### config.mk
export PLATFORM = sky130hd
export DESIGN_NAME = move_scheduler
export DESIGN_NICKNAME = d
export VERILOG_FILES = /design/src/rtl/move_sched_pkg.sv /design/src/rtl/move_scheduler_req_edge_detect.sv /design/src/rtl/move_scheduler.sv
export SDC_FILE = /design/constraint.sdc
export NUM_CORES = 1
export LEC_CHECK = 0
export CORE_MARGIN = 4
export CORE_UTILIZATION = 53
export DETAILED_ROUTE_END_ITERATION = 10
export GPL_TIMING_DRIVEN = 0
export HOLD_SLACK_MARGIN = 0.06
export PLACE_DENSITY = 0.8
export SKIP_CTS_REPAIR_TIMING = 1
export SYNTH_ARGS = -nofsm -noshare
export SYNTH_HDL_FRONTEND = slang
export SYNTH_SLANG_ARGS = --single-unit
### constraint.sdc
create_clock -name clk -period 5.7 [get_ports clk]
set_input_delay 0.57 -clock clk [delete_from_list [all_inputs] [get_ports clk]]
set_output_delay 0.57 -clock clk [all_outputs]
set_load 0.02 [all_outputs]
### src/rtl/move_sched_pkg.sv
// Shared types and helpers for the move scheduler: direction codes, FSM
// state encoding and the one-hot direction decoder.
package move_sched_pkg;

  localparam logic [1:0] DIR_UP    = 2'd0;
  localparam logic [1:0] DIR_DOWN  = 2'd1;
  localparam logic [1:0] DIR_LEFT  = 2'd2;
  localparam logic [1:0] DIR_RIGHT = 2'd3;

  typedef enum logic [2:0] {
    ST_IDLE  = 3'd0,
    ST_ISSUE = 3'd1,
    ST_BUSY  = 3'd2,
    ST_COOL  = 3'd3
  } state_e;

  typedef struct packed {
    logic       valid;
    logic [1:0] dir;
  } dir_req_t;

  // Bit order of the vector is {right,left,down,up}; anything other than
  // exactly one set bit decodes as not valid.
  function automatic dir_req_t onehot_to_dir(input logic [3:0] vec);
    dir_req_t r;
    r.valid = 1'b1;
    r.dir   = DIR_UP;
    case (vec)
      4'b0001: r.dir = DIR_UP;
      4'b0010: r.dir = DIR_DOWN;
      4'b0100: r.dir = DIR_LEFT;
      4'b1000: r.dir = DIR_RIGHT;
      default: r.valid = 1'b0;
    endcase
    return r;
  endfunction

endpackage

### src/rtl/move_scheduler_req_edge_detect.sv
// Rising-edge detector for a 4-bit direction level input; reports a single
// decoded direction or flags the edge set as ambiguous.
module req_edge_detect
  import move_sched_pkg::*;
(
  input  logic       clk,
  input  logic       rst_n,
  input  logic       en_i,
  input  logic [3:0] level_i,
  output logic       req_valid_o,
  output logic [1:0] req_dir_o,
  output logic       amb_o
);

  logic [3:0] level_q;
  logic [3:0] rise;
  dir_req_t   dec;

  // NOTE: sequential state is written with non-blocking assignments so every
  // register samples the pre-edge value of its inputs.
  always_ff @(posedge clk) begin
    if (!rst_n) level_q <= '0;
    else        level_q <= level_i;
  end

  assign rise        = en_i ? (level_i & ~level_q) : 4'b0000;
  assign dec         = onehot_to_dir(rise);
  assign req_valid_o = dec.valid;
  assign req_dir_o   = dec.dir;
  assign amb_o       = (|rise) & ~dec.valid;

endmodule

### src/rtl/move_scheduler.sv
// Arbitrates move requests from buttons, gamepad and debug into a one-entry
// pending slot and issues them to the game logic on a valid/ready handshake.
module move_scheduler
  import move_sched_pkg::*;
#(
  parameter int COOLDOWN_FRAMES = 2,
  parameter int TIMEOUT_CYCLES  = 1024,
  parameter int DROP_CNT_W      = 8
) (
  input  logic                  clk,
  input  logic                  rst_n,
  input  logic [3:0]            btn_dir,
  input  logic [3:0]            pad_dir,
  input  logic                  pad_start,
  input  logic [3:0]            dbg_dir,
  input  logic                  frame_tick,
  input  logic                  welcome_active,
  input  logic                  move_ready,
  input  logic                  move_done,
  output logic                  move_valid,
  output logic [1:0]            move_dir,
  output logic                  move_dbg,
  output logic                  exit_welcome,
  output logic [DROP_CNT_W-1:0] dropped_cnt,
  output logic                  timeout_err,
  output logic [2:0]            state_dbg
);

  localparam int TMO_W  = (TIMEOUT_CYCLES > 1) ? $clog2(TIMEOUT_CYCLES) : 1;
  localparam int COOL_W = (COOLDOWN_FRAMES > 1) ? $clog2(COOLDOWN_FRAMES) : 1;
  localparam logic [TMO_W-1:0]  TMO_LAST  = TMO_W'(TIMEOUT_CYCLES - 1);
  localparam logic [COOL_W-1:0] COOL_LAST =
    COOL_W'((COOLDOWN_FRAMES > 0) ? COOLDOWN_FRAMES - 1 : 0);

  state_e                state_q, state_d;
  logic                  armed_q;
  logic                  start_q;
  logic                  slot_full_q, slot_full_d;
  logic [1:0]            slot_dir_q, slot_dir_d;
  logic                  slot_dbg_q, slot_dbg_d;
  logic                  busy_dbg_q, busy_dbg_d;
  logic [TMO_W-1:0]      tmo_cnt_q, tmo_cnt_d;
  logic [COOL_W-1:0]     cool_cnt_q, cool_cnt_d;
  logic                  timeout_q, timeout_d;
  logic                  exit_q, exit_d;
  logic [DROP_CNT_W-1:0] dropped_q, dropped_d;

  logic       btn_valid, btn_amb, pad_valid, pad_amb;
  logic [1:0] btn_dir_dec, pad_dir_dec;
  dir_req_t   dbg_req;
  logic       dbg_amb, start_rise, btn_req, pad_req;
  logic       win_valid, win_dbg, blocked, accept, replace_ok;
  logic [1:0] win_dir, losers, drop_events, drop_inc;
  logic [DROP_CNT_W:0] drop_sum;

  // armed_q masks edges on the first cycle out of reset, so levels already
  // high during reset are absorbed into the edge registers silently.
  req_edge_detect u_btn_edge (
    .clk        (clk),
    .rst_n      (rst_n),
    .en_i       (armed_q),
    .level_i    (btn_dir),
    .req_valid_o(btn_valid),
    .req_dir_o  (btn_dir_dec),
    .amb_o      (btn_amb)
  );

  req_edge_detect u_pad_edge (
    .clk        (clk),
    .rst_n      (rst_n),
    .en_i       (armed_q),
    .level_i    (pad_dir),
    .req_valid_o(pad_valid),
    .req_dir_o  (pad_dir_dec),
    .amb_o      (pad_amb)
  );

  assign dbg_req    = onehot_to_dir(dbg_dir);
  assign dbg_amb    = (|dbg_dir) & ~dbg_req.valid;
  assign start_rise = armed_q & pad_start & ~start_q;

  // The welcome screen turns player input into an exit request instead of a move.
  assign btn_req = btn_valid & ~welcome_active;
  assign pad_req = pad_valid & ~welcome_active;
  assign exit_d  = welcome_active & (btn_valid | pad_valid | start_rise);

  // NOTE: every signal written in an always_comb gets a default first, so no
  // path through the block can leave it unassigned and infer a latch.
  always_comb begin
    win_valid = 1'b0;
    win_dir   = DIR_UP;
    win_dbg   = 1'b0;
    losers    = 2'd0;
    if (dbg_req.valid) begin
      win_valid = 1'b1;
      win_dir   = dbg_req.dir;
      win_dbg   = 1'b1;
      losers    = 2'(pad_req) + 2'(btn_req);
    end else if (pad_req) begin
      win_valid = 1'b1;
      win_dir   = pad_dir_dec;
      losers    = 2'(btn_req);
    end else if (btn_req) begin
      win_valid = 1'b1;
      win_dir   = btn_dir_dec;
    end
  end

  assign accept     = (state_q == ST_ISSUE) & move_ready;
  // The entry on offer in ISSUE is locked so move_dir stays stable while valid.
  assign replace_ok = win_dbg & slot_full_q & ~slot_dbg_q & (state_q != ST_ISSUE);

  always_comb begin
    slot_full_d = slot_full_q;
    slot_dir_d  = slot_dir_q;
    slot_dbg_d  = slot_dbg_q;
    blocked     = 1'b0;
    if (accept) begin
      slot_full_d = 1'b0;
      slot_dir_d  = DIR_UP;
      slot_dbg_d  = 1'b0;
    end
    if (win_valid) begin
      if (!slot_full_q || accept || replace_ok) begin
        slot_full_d = 1'b1;
        slot_dir_d  = win_dir;
        slot_dbg_d  = win_dbg;
      end else begin
        blocked = 1'b1;
      end
    end
  end

  // Each source contributes at most one drop event, so the sum never exceeds 3.
  always_comb begin
    drop_events = 2'(btn_amb) + 2'(pad_amb) + 2'(dbg_amb) + losers + 2'(blocked);
    drop_inc    = (drop_events == 2'd3) ? 2'd2 : drop_events;
    drop_sum    = {1'b0, dropped_q} + (DROP_CNT_W + 1)'(drop_inc);
    dropped_d   = drop_sum[DROP_CNT_W] ? '1 : drop_sum[DROP_CNT_W-1:0];
  end

  always_comb begin
    state_d    = state_q;
    tmo_cnt_d  = tmo_cnt_q;
    cool_cnt_d = cool_cnt_q;
    busy_dbg_d = busy_dbg_q;
    timeout_d  = timeout_q;
    case (state_q)
      ST_IDLE: begin
        if (slot_full_q && (slot_dbg_q || frame_tick)) state_d = ST_ISSUE;
      end
      ST_ISSUE: begin
        if (move_ready) begin
          state_d    = ST_BUSY;
          tmo_cnt_d  = '0;
          busy_dbg_d = slot_dbg_q;
        end
      end
      ST_BUSY: begin
        if (move_done) begin
          if ((COOLDOWN_FRAMES > 0) && !busy_dbg_q) begin
            state_d    = ST_COOL;
            cool_cnt_d = '0;
          end else begin
            state_d = ST_IDLE;
          end
        end else if (tmo_cnt_q == TMO_LAST) begin
          state_d   = ST_IDLE;
          timeout_d = 1'b1;
        end else begin
          tmo_cnt_d = tmo_cnt_q + 1'b1;
        end
      end
      ST_COOL: begin
        if (frame_tick) begin
          if (cool_cnt_q == COOL_LAST) state_d = ST_IDLE;
          else                         cool_cnt_d = cool_cnt_q + 1'b1;
        end
      end
      default: state_d = ST_IDLE;
    endcase
  end

  always_ff @(posedge clk) begin
    if (!rst_n) begin
      state_q     <= ST_IDLE;
      armed_q     <= 1'b0;
      start_q     <= 1'b0;
      slot_full_q <= 1'b0;
      slot_dir_q  <= DIR_UP;
      slot_dbg_q  <= 1'b0;
      busy_dbg_q  <= 1'b0;
      tmo_cnt_q   <= '0;
      cool_cnt_q  <= '0;
      timeout_q   <= 1'b0;
      exit_q      <= 1'b0;
      dropped_q   <= '0;
    end else begin
      state_q     <= state_d;
      armed_q     <= 1'b1;
      start_q     <= pad_start;
      slot_full_q <= slot_full_d;
      slot_dir_q  <= slot_dir_d;
      slot_dbg_q  <= slot_dbg_d;
      busy_dbg_q  <= busy_dbg_d;
      tmo_cnt_q   <= tmo_cnt_d;
      cool_cnt_q  <= cool_cnt_d;
      timeout_q   <= timeout_d;
      exit_q      <= exit_d;
      dropped_q   <= dropped_d;
    end
  end

  assign move_valid   = (state_q == ST_ISSUE);
  assign move_dir     = slot_dir_q;
  assign move_dbg     = slot_dbg_q;
  assign exit_welcome = exit_q;
  assign dropped_cnt  = dropped_q;
  assign timeout_err  = timeout_q;
  assign state_dbg    = state_q;

endmodule

# [Yosys cells after proc, flatten, opt, wreduce, memory -nomap -nowiden]
# Cells that the tools add are included.
[op_classes] add_sub_neg=8 n_eq_ne=27 n_mux=48 n_bitwise=25 n_reduce_logical=19
[op_table] op="2-to-1 mux 10 bit" count=3
[op_table] op="OR reduction 4 bit" count=6
[op_table] op="2-to-1 mux 1 bit" count=21
[op_table] op="case mux 10 bit (2 select lines)" count=1
[op_table] op="2-to-1 mux 2 bit" count=9
[op_table] op="2-to-1 mux 3 bit" count=6
[op_table] op="case mux 2 bit (3 select lines)" count=3
[op_table] op="!= test 2 bit, second input constant" count=8
[op_table] op="bitwise AND 1 bit" count=12
[op_table] op="equality test 4 x 1 -> 1 bit, second input constant" count=3
[op_table] op="equality test 4 x 2 -> 1 bit, second input constant" count=3
[op_table] op="equality test 4 x 3 -> 1 bit, second input constant" count=3
[op_table] op="equality test 4 bit, second input constant" count=3
[op_table] op="case mux 3 bit (4 select lines)" count=1
[op_table] op="adder 10 x 1 -> 10 bit, second input constant" count=1
[op_table] op="equality test 10 bit, second input constant" count=1
[op_table] op="adder 8 x 2 -> 9 bit" count=1
[op_table] op="bitwise AND 4 bit" count=2
[op_table] op="2-to-1 mux 4 bit" count=2
[op_table] op="2-to-1 mux 8 bit" count=1
[op_table] op="NOT 4 bit" count=2
[op_table] op="AND reduction 4 bit" count=2
[op_table] op="NOT 1 bit" count=7
[op_table] op="equality test 3 x 2 -> 1 bit, second input constant" count=2
[op_table] op="other kinds (18)" count=24
[word_totals] register_bits=39 input_bits=19 out_inout_bits=17 word_cells=141

# [Depth between registers and ports, before layout]
# Gate-level depths: netlist of run 1.
[depth] word_depth=16 depth_mapped=22 mapped_depth_nobuf=21

# [By module]
# A second synthesis of run 1 with hierarchy kept.
[unflattened] hier_cells=261 hier_area_um2=2304.7
[by_module_without_submodules] module="move_scheduler" n_inst=1 cells_per_inst=205 area_each_um2=1789.2 seq_area_each_um2=600.6
[by_module_without_submodules] module="req_edge_detect" n_inst=2 cells_per_inst=28 area_each_um2=257.7 seq_area_each_um2=80.1

# [Worst setup path after synthesis of run 1]
# Ideal clock, no wire load.
[synth_path] path_kind="input -> register" startpoint="input pad_dir[2]" endpoint="register dropped_q[1], in the netlist dropped_cnt[1]" setup_ns=0.128 arrival_time_ns=4.359 t_required_ns=5.572 path_slack_ns=1.213 stages=22 path_buffers=1 cell_sequence="nor2b_1 > clkbuf_1 > nor4b_1 > a211oi_1 > nor2_1 > inv_1 > ha_1 > mux2i_1 > nand3_1 > fa_1 > inv_1 > fa_1 > xnor2_1 > xnor2_1 > nor2b_1 > ha_1 > fa_1 > nand2_1 > nor2_1 > and3_1 > nor2_1 > nor2_1"
[synth_between] elab_chain_len=15 elab_cells_between_ends=26 classes_between="6 x add/sub; 5 x eq/ne; 9 x mux; 4 x bitwise; 2 x reduce/logical"
[synth_lines] item="start, declared" line_no="move_scheduler.sv:13" rtl="input logic [3:0] pad_dir,"
[synth_lines] item="bitwise AND 4 bit (*)" line_no="move_scheduler_req_edge_detect.sv:26" rtl="assign rise = en_i ? (level_i & ~level_q) : 4'b0000;"
[synth_lines] item="2-to-1 mux 4 bit (*)" line_no="move_scheduler_req_edge_detect.sv:26"
[synth_lines] item="equality test 4 x 1 -> 1 bit (tied with other cells)" line_no="move_sched_pkg.sv:28" rtl="case (vec)"
[synth_lines] item="OR reduction 4 bit (no source line)"
[synth_lines] item="2-to-1 mux 1 bit" line_no="move_sched_pkg.sv:28"
[synth_lines] item="NOT 1 bit" line_no="move_scheduler_req_edge_detect.sv:30" rtl="assign amb_o = (|rise) & ~dec.valid;"
[synth_lines] item="bitwise AND 1 bit" line_no="move_scheduler_req_edge_detect.sv:30"
[synth_lines] item="adder 1 x 1 -> 2 bit" line_no="move_scheduler.sv:136" rtl="drop_events = 2'(btn_amb) + 2'(pad_amb) + 2'(dbg_amb) + losers + 2'(blocked);"
[synth_lines] item="adder 2 x 1 -> 2 bit" line_no="move_scheduler.sv:136"
[synth_lines] item="adder 2 bit" line_no="move_scheduler.sv:136"
[synth_lines] item="adder 2 x 1 -> 2 bit (*)" line_no="move_scheduler.sv:136"
[synth_lines] item="equality test 2 bit" line_no="move_scheduler.sv:137" rtl="drop_inc = (drop_events == 2'd3) ? 2'd2 : drop_events;"
[synth_lines] item="2-to-1 mux 2 bit (*)" line_no="move_scheduler.sv:137"
[synth_lines] item="adder 8 x 2 -> 9 bit (*)" line_no="move_scheduler.sv:138" rtl="drop_sum = {1'b0, dropped_q} + (DROP_CNT_W + 1)'(drop_inc);"
[synth_lines] item="2-to-1 mux 8 bit (*)" line_no="move_scheduler.sv:139" rtl="dropped_d = drop_sum[DROP_CNT_W] ? '1 : drop_sum[DROP_CNT_W-1:0];"
[synth_lines] item="end signal, assigned" line_no="move_scheduler.sv:210" rtl="dropped_q <= dropped_d;"
[synth_lines] item="end, declared" line_no="move_scheduler.sv:46" rtl="logic [DROP_CNT_W-1:0] dropped_q, dropped_d;"
# Every way passes the cells marked *; elsewhere a longest branch is shown, timed or not.
# A chain may end at the register's enable or synchronous reset.

# [Worst setup path in the final report of run 1]
[layout_path] startpoint="input pad_dir[0]" endpoint="register dropped_q[1], in the netlist dropped_cnt[1]"
# The elaborated chain is that of the path after synthesis.

==> flow_summary.ini, run 1 <==
[finish]
num_antenna_cells = 0
final_nets = 312
syn2layout_area_growth_pct = 23.03
filler_cell_count = 318
finalInstanceArea_um2 = 2580
final_layout_size_suffix_gt1_share_pct = 6.338
stdcell_count = 332

[critical_path]
crit_path_max_fanout = 7
critical_path.endpoint_type = register
cp.required_ns = 5.86
worstSetupPathType = input pin to register
critical_path_arrival_ns = 5.29
worst_setup_path_start_kind = input pin

[power]
cellLeakagePower_nw = 0.9480
ir_worst_vdd_v = 0.0001896
total_power_mw = 0.6551
power-per-cell-area_nw_per_um2 = 253.9

[grt]
grt_first_pass_wirelength_mm = 7.362
grt_remaining_overflow = 0
antenna_found_initial = 0
grt_max_degree = 11
global_route.usage.total_pct = 17.73
grt_pass1_vias = 1690

[outcome]
result_of_the_run = completed

[hold_path]
min_path_type = register to register

[die]
chipWidth_um = 70.90
floorplan.die_area_um2 = 5027
design.portCount = 36
initial_core_util_pct = 56.02
design.core.area_um2 = 3744
row_count = 22
die_h_um = 70.90

[logic_synthesis]
synthesis.area_um2 = 2097
count_of_flip_flops_with_a_built_in_enable_after_synthesis = 0
synth_nets = 271
seq_area_frac_synth_pct = 36.28
yosysUniqueCellTypes = 50
synthesis.yosys.warnings = 0
postSynthCellCount = 244
mean_post_synth_cell_area_um2 = 8.594
synth_top_flop_cell = dfxtp_1
asyncSetResetFlopFracSynth_pct = 0
synth-seq-cells = 38

[cts]
cts-root-to-sink-buffers = 2
clk-insertion-delay-late_ns = 0.29
clock_tree_from_tritoncts = done
root_buffer = clkbuf_8
tritoncts_buffer_count = 5
clock-sinks = 38
clk_transition_reported_paths_ns = 0.06
ctsHtreeMaxLevel = 2

[sta]
finalHoldViolations = 0
finClkSkew_ns = 0.01102
rsz0062_at_grt = no
max_freq_mhz = 194.9
setup_viol = 0
fin_tns_setup_ns = 0
timing.max_slew.rel_slack_pct = 61.21
finalCritPeriodShare_pct = 90.00
post-route-worst-setup-slack_ns = 0.5697
timing.final.max_slew_violations = 0
worst_pin_slew_ns = 0.5775
final.min_clock_period_ns = 5.130

[routing]
avgViaCountPerCell = 5.355
wl_per_cell_um = 12.81
antenna_left = 0
dr_total_vias = 1778
postRouteWirelength_mm = 4.252
drt_first_iter_violations = 97
remaining_drc_errors = 0
drt_first_pass_iters = 4

[placed_design]
total_placed_cells_including_tap_cells = 326
placedInstanceArea_um2 = 2497
dp_worst_setup_slack_ns = 0.2698
routabilityCongestion = 0.8087
numPortBuffers = 34
dpl.hpwl_mm = 3.179

[run]
drv.max_cap_violation_count = 0
-- cell usage in the layout, fill, tap and decap left out, types with 8 or more instances in the layout --
cell type,instances
nand2_1,14
a21oi_1,14
nand3_1,18
nor2_1,26
o21ai_0,8
dfxtp_1,38
xnor2_1,20
and2_1,10
clkdlybuf4s50_1,34
-- state kept, by name, summed over array words and instances (netlist names), 2 cells and up --
name,count
tmo_cnt_q,10
dropped_cnt,8
u_btn_edge.level_q,4
move_dir,2
u_pad_edge.level_q,4
state_dbg,2
-- synthesized netlist by cell type, types with 2 or more instances --
library cell,number,area [um2]
mux2i_1,2,20.02
dfxtp_1,38,760.7
ha_1,5,62.56
fa_1,3,60.06
nand4b_1,3,26.28
nor3_1,3,15.01
nor4b_1,3,26.28
and3_1,2,12.51
and2_1,10,62.56
buf_2,4,20.02
a22oi_1,2,15.01
nand2b_1,6,37.54
o21a_1,2,15.01
nand4_1,2,12.51
nor4_1,2,12.51
clkbuf_1,7,26.28
a21oi_1,14,70.07
nand2_1,14,52.55
maj3_1,3,30.03
nor2_1,26,97.59
a211oi_1,6,45.04
nand3_1,18,90.09
nor2b_1,7,43.79
o21ai_0,8,40.04
a31oi_1,3,18.77
xor2_1,3,26.28
xnor2_1,20,175.2
inv_1,5,18.77
a21boi_0,2,15.01
-- stage by stage --
step / hold slack [ns] / util [%]
2_1_floorplan: 0.4367 / -
4_1_cts: 0.4757 / 68.92
6_report: 0.4703 / 68.92
3_3_place_gp: 0.4519 / 66.71
5_1_grt: 0.5017 / 68.92
3_5_place_dp: 0.4564 / 66.71
-- critical path: stages --
cell and delay [ns]:
clkdlybuf4s50_1 0.46, nor2b_1 0.12, clkbuf_1 0.27, nor4b_1 0.28, a211oi_1 0.14, nor2_1 0.18
inv_1 0.06, ha_1 0.22, mux2i_1 0.14, nand3_1 0.11, fa_1 0.51, inv_1 0.06
fa_1 0.43, xnor2_1 0.15, xnor2_1 0.35, nor2b_1 0.10, ha_1 0.22, fa_1 0.42
nand2_1 0.11, nor2_1 0.07, and3_1 0.19, nor2_1 0.09, nor2_1 0.04
-- cells by family after synthesis --
| family | after synthesis | synth area share (%) |
|---|---|---|
| fa+ha+maj | 11 | 7.279 |
| other cells | 1 | 0.1788 |
| simple gates | 103 | 26.37 |
| buf+inv | 17 | 3.461 |
| xor+xnor | 23 | 9.607 |
| flops | 38 | 36.28 |
| mux | 3 | 1.492 |
| compound gates | 48 | 15.33 |
-- cell type report --
cell class,count,area (um2),share of cell area (%)
inverter,5,18.77,0.7275
sequential,38,760.7,29.49
tap,48,60.06,2.328
clock buffer,6,82.58,3.201
multi-input combinational,189,1264,48.98
timing repair buffer,34,340.3,13.19
buffer,12,53.80,2.085
-- worst paths after layout --
path | startpoint | end | slack [ns] | cells after the start
hold / removal | busy_dbg_q | busy_dbg_q | 0.47 | 2
setup / recovery | pad_dir[0] | dropped_cnt[1] | 0.57 | 23
hold reg to reg | busy_dbg_q | busy_dbg_q | 0.47 | 2
setup reg to reg | u_pad_edge.level_q[2] | dropped_cnt[1] | 1.05 | 22
-- per-layer routing --
metal	global-route usage [%]	routed length, um
met5	0	0
met1	23.24	1993
met3	4.403	174
met4	4.593	31
met2	29.25	2053
-- where the power goes --
| group | leakage (nW) | internal, mW | switching, mW | total (mW) |
|---|---|---|---|---|
| sequential | 0.311 | 0.284 | 0.0154 | 0.300 |
| clock | 0.0431 | 0.0932 | 0.0849 | 0.178 |
| combinational | 0.594 | 0.0882 | 0.0891 | 0.177 |
Power figures use the tool's default switching activity.
==> run 2: changes to the inputs <==
- CORE_UTILIZATION: 53 -> 25
- PLACE_DENSITY: 0.8 -> unset
==> run 2 against run 1 <==
  * Non-clock buffer count unchanged
  * Flip-flop and latch count unchanged
  * Combinational power about the same
  * Critical endpoint is now dropped_cnt[0]
==> flow_summary.ini, run 2 (synthesized netlist as in run 1, its figures left out) <==
[outcome]
result_of_the_run = completed

[routing]
antenna_left = 0
avgViaCountPerCell = 4.604
drt_first_pass_iters = 4
drt_first_iter_violations = 55
dr_total_vias = 1800
remaining_drc_errors = 0
wl_per_cell_um = 11.51
postRouteWirelength_mm = 4.500

[grt]
grt_pass1_vias = 1734
grt_remaining_overflow = 0
antenna_found_initial = 0
global_route.usage.total_pct = 9.670
grt_first_pass_wirelength_mm = 7.845
grt_max_degree = 13

[cts]
root_buffer = clkbuf_8
clk_transition_reported_paths_ns = 0.07
tritoncts_buffer_count = 5
clk-insertion-delay-late_ns = 0.30
cts-root-to-sink-buffers = 2
clock-sinks = 38
clock_tree_from_tritoncts = done
ctsHtreeMaxLevel = 2

[critical_path]
crit_path_max_fanout = 7
most_used_cell_cp = nor2_1
worst_setup_path_start_kind = input pin
cp_slowest_cell = fa_1
critical_path_arrival_ns = 5.26
timing.critical_path.cells = clkdlybuf4s50_1 > nor2b_1 > clkbuf_1 > nor4b_1 > a211oi_1 > nor2_1 > inv_1 > ha_1 > mux2i_1 > nand3_1 > fa_1 > inv_1 > fa_1 > xnor2_1 > xnor2_2 > nor2b_1 > ha_1 > fa_1 > nand2_1 > nor2_1 > and3_1 > nor2_1 > nor2_1
cp.required_ns = 5.87
worstSetupPathType = input pin to register
critical_path.endpoint_type = register
slowest_delay_ns = 0.52

[finish]
final_nets = 312
largest_reg_flops = 10
largest_reg_by_ff_count = tmo_cnt_q
layout_common_cells = dfxtp_1 (38), clkdlybuf4s50_1 (34), nor2_1 (26), xnor2_1 (19), nand3_1 (18)
layout.cells.most_common = dfxtp_1
stdcell_count = 391
syn2layout_area_growth_pct = 27.39
finalInstanceArea_um2 = 2671
num_antenna_cells = 0
final_layout_size_suffix_gt1_share_pct = 7.343

[die]
initial_core_util_pct = 25.65
chipWidth_um = 99.59
floorplan.die_area_um2 = 9917
die_h_um = 99.59
design.portCount = 36
design.core.area_um2 = 8175
row_count = 33

[sta]
max_freq_mhz = 196.7
rsz0062_at_grt = no
timing.final.max_slew_violations = 0
final.min_clock_period_ns = 5.084
timing.max_slew.rel_slack_pct = 60.59
fin_tns_setup_ns = 0
worst_pin_slew_ns = 0.5866
fin_worst_hold_slack_ns = 0.4620
finClkSkew_ns = 0.008499
setup_viol = 0
finalHoldViolations = 0
finalCritPeriodShare_pct = 89.19

[placed_design]
numPortBuffers = 34
total_placed_cells_including_tap_cells = 383
dpl.hpwl_mm = 3.439
placedInstanceArea_um2 = 2569
routabilityCongestion = 0.7855

[power]
cellLeakagePower_nw = 0.9599
ir_worst_vdd_v = 0.0001025
power-per-cell-area_nw_per_um2 = 253.2

[run]
drv.max_cap_violation_count = 0

[hold_path]
min_path_type = register to register
-- run 2: changes by cell type in the layout (fill, tap and decap cells not counted) --
cell	change
clkinv_2	+1
clkinvlp_4	+1
xnor2_1	-1
xnor2_2	+1
-- run 2: power breakdown --
| group | switching, mW | internal (mW) | total, mW |
|---|---|---|---|
| clock | 0.101 | 0.0973 | 0.199 |
| sequential | 0.0153 | 0.284 | 0.299 |
| combinational | 0.0894 | 0.0889 | 0.178 |
| total | 0.206 | 0.470 | 0.676 |
-- run 2: final cells by class --
class,count,area [um2]
clock buffer,6,82.58
sequential,38,760.7
clock inverter,2,12.51
tap,105,131.4
timing repair buffer,34,340.3
buffer,12,53.80
fill,875,5504
multi-input combinational,189,1271
inverter,5,18.77
-- run 2: path summary, 6_finish.rpt --
check,startpoint,to,slack [ns],cells after the start
worst max-delay path,pad_dir[0],dropped_cnt[0],0.62,23
worst min-delay path,busy_dbg_q,busy_dbg_q,0.46,2
worst max register to register,u_pad_edge.level_q[0],dropped_cnt[0],1.09,22
worst min register to register,busy_dbg_q,busy_dbg_q,0.46,2
-- run 2: stage by stage --
step	util, %	worst slack, ns	power, mW
final	32.68	0.6159	0.6763
after floorplan	-	1.213	0.4185
after global routing	32.68	0.1538	0.7201
after CTS	32.58	0.4754	0.6850
after global placement	31.42	0.3365	0.4816
after detailed placement	31.42	0.1633	0.4846
-- run 2: layer usage --
layer | vias to the layer above | part of all wire (%) | global-route usage [%]
li1 | 933 | - | -
met1 | 833 | 46 | 11.50
met2 | 26 | 48 | 16.43
met3 | 8 | 4.2 | 2.665
met4 | 0 | 2.0 | 3.887
met5 | - | 0 | 0
-- run 2: critical path, delay by kind of cell --
| family | cells | cell delay [ns] |
|---|---|---|
| multiplexers | 1 | 0.14 |
| adder cells (fa/ha/maj) | 5 | 1.79 |
| buffers and inverters | 4 | 0.85 |
| XOR/XNOR | 2 | 0.44 |
| AND/OR/NAND/NOR | 10 | 1.32 |
| AO/OA/AOI/OAI | 1 | 0.14 |
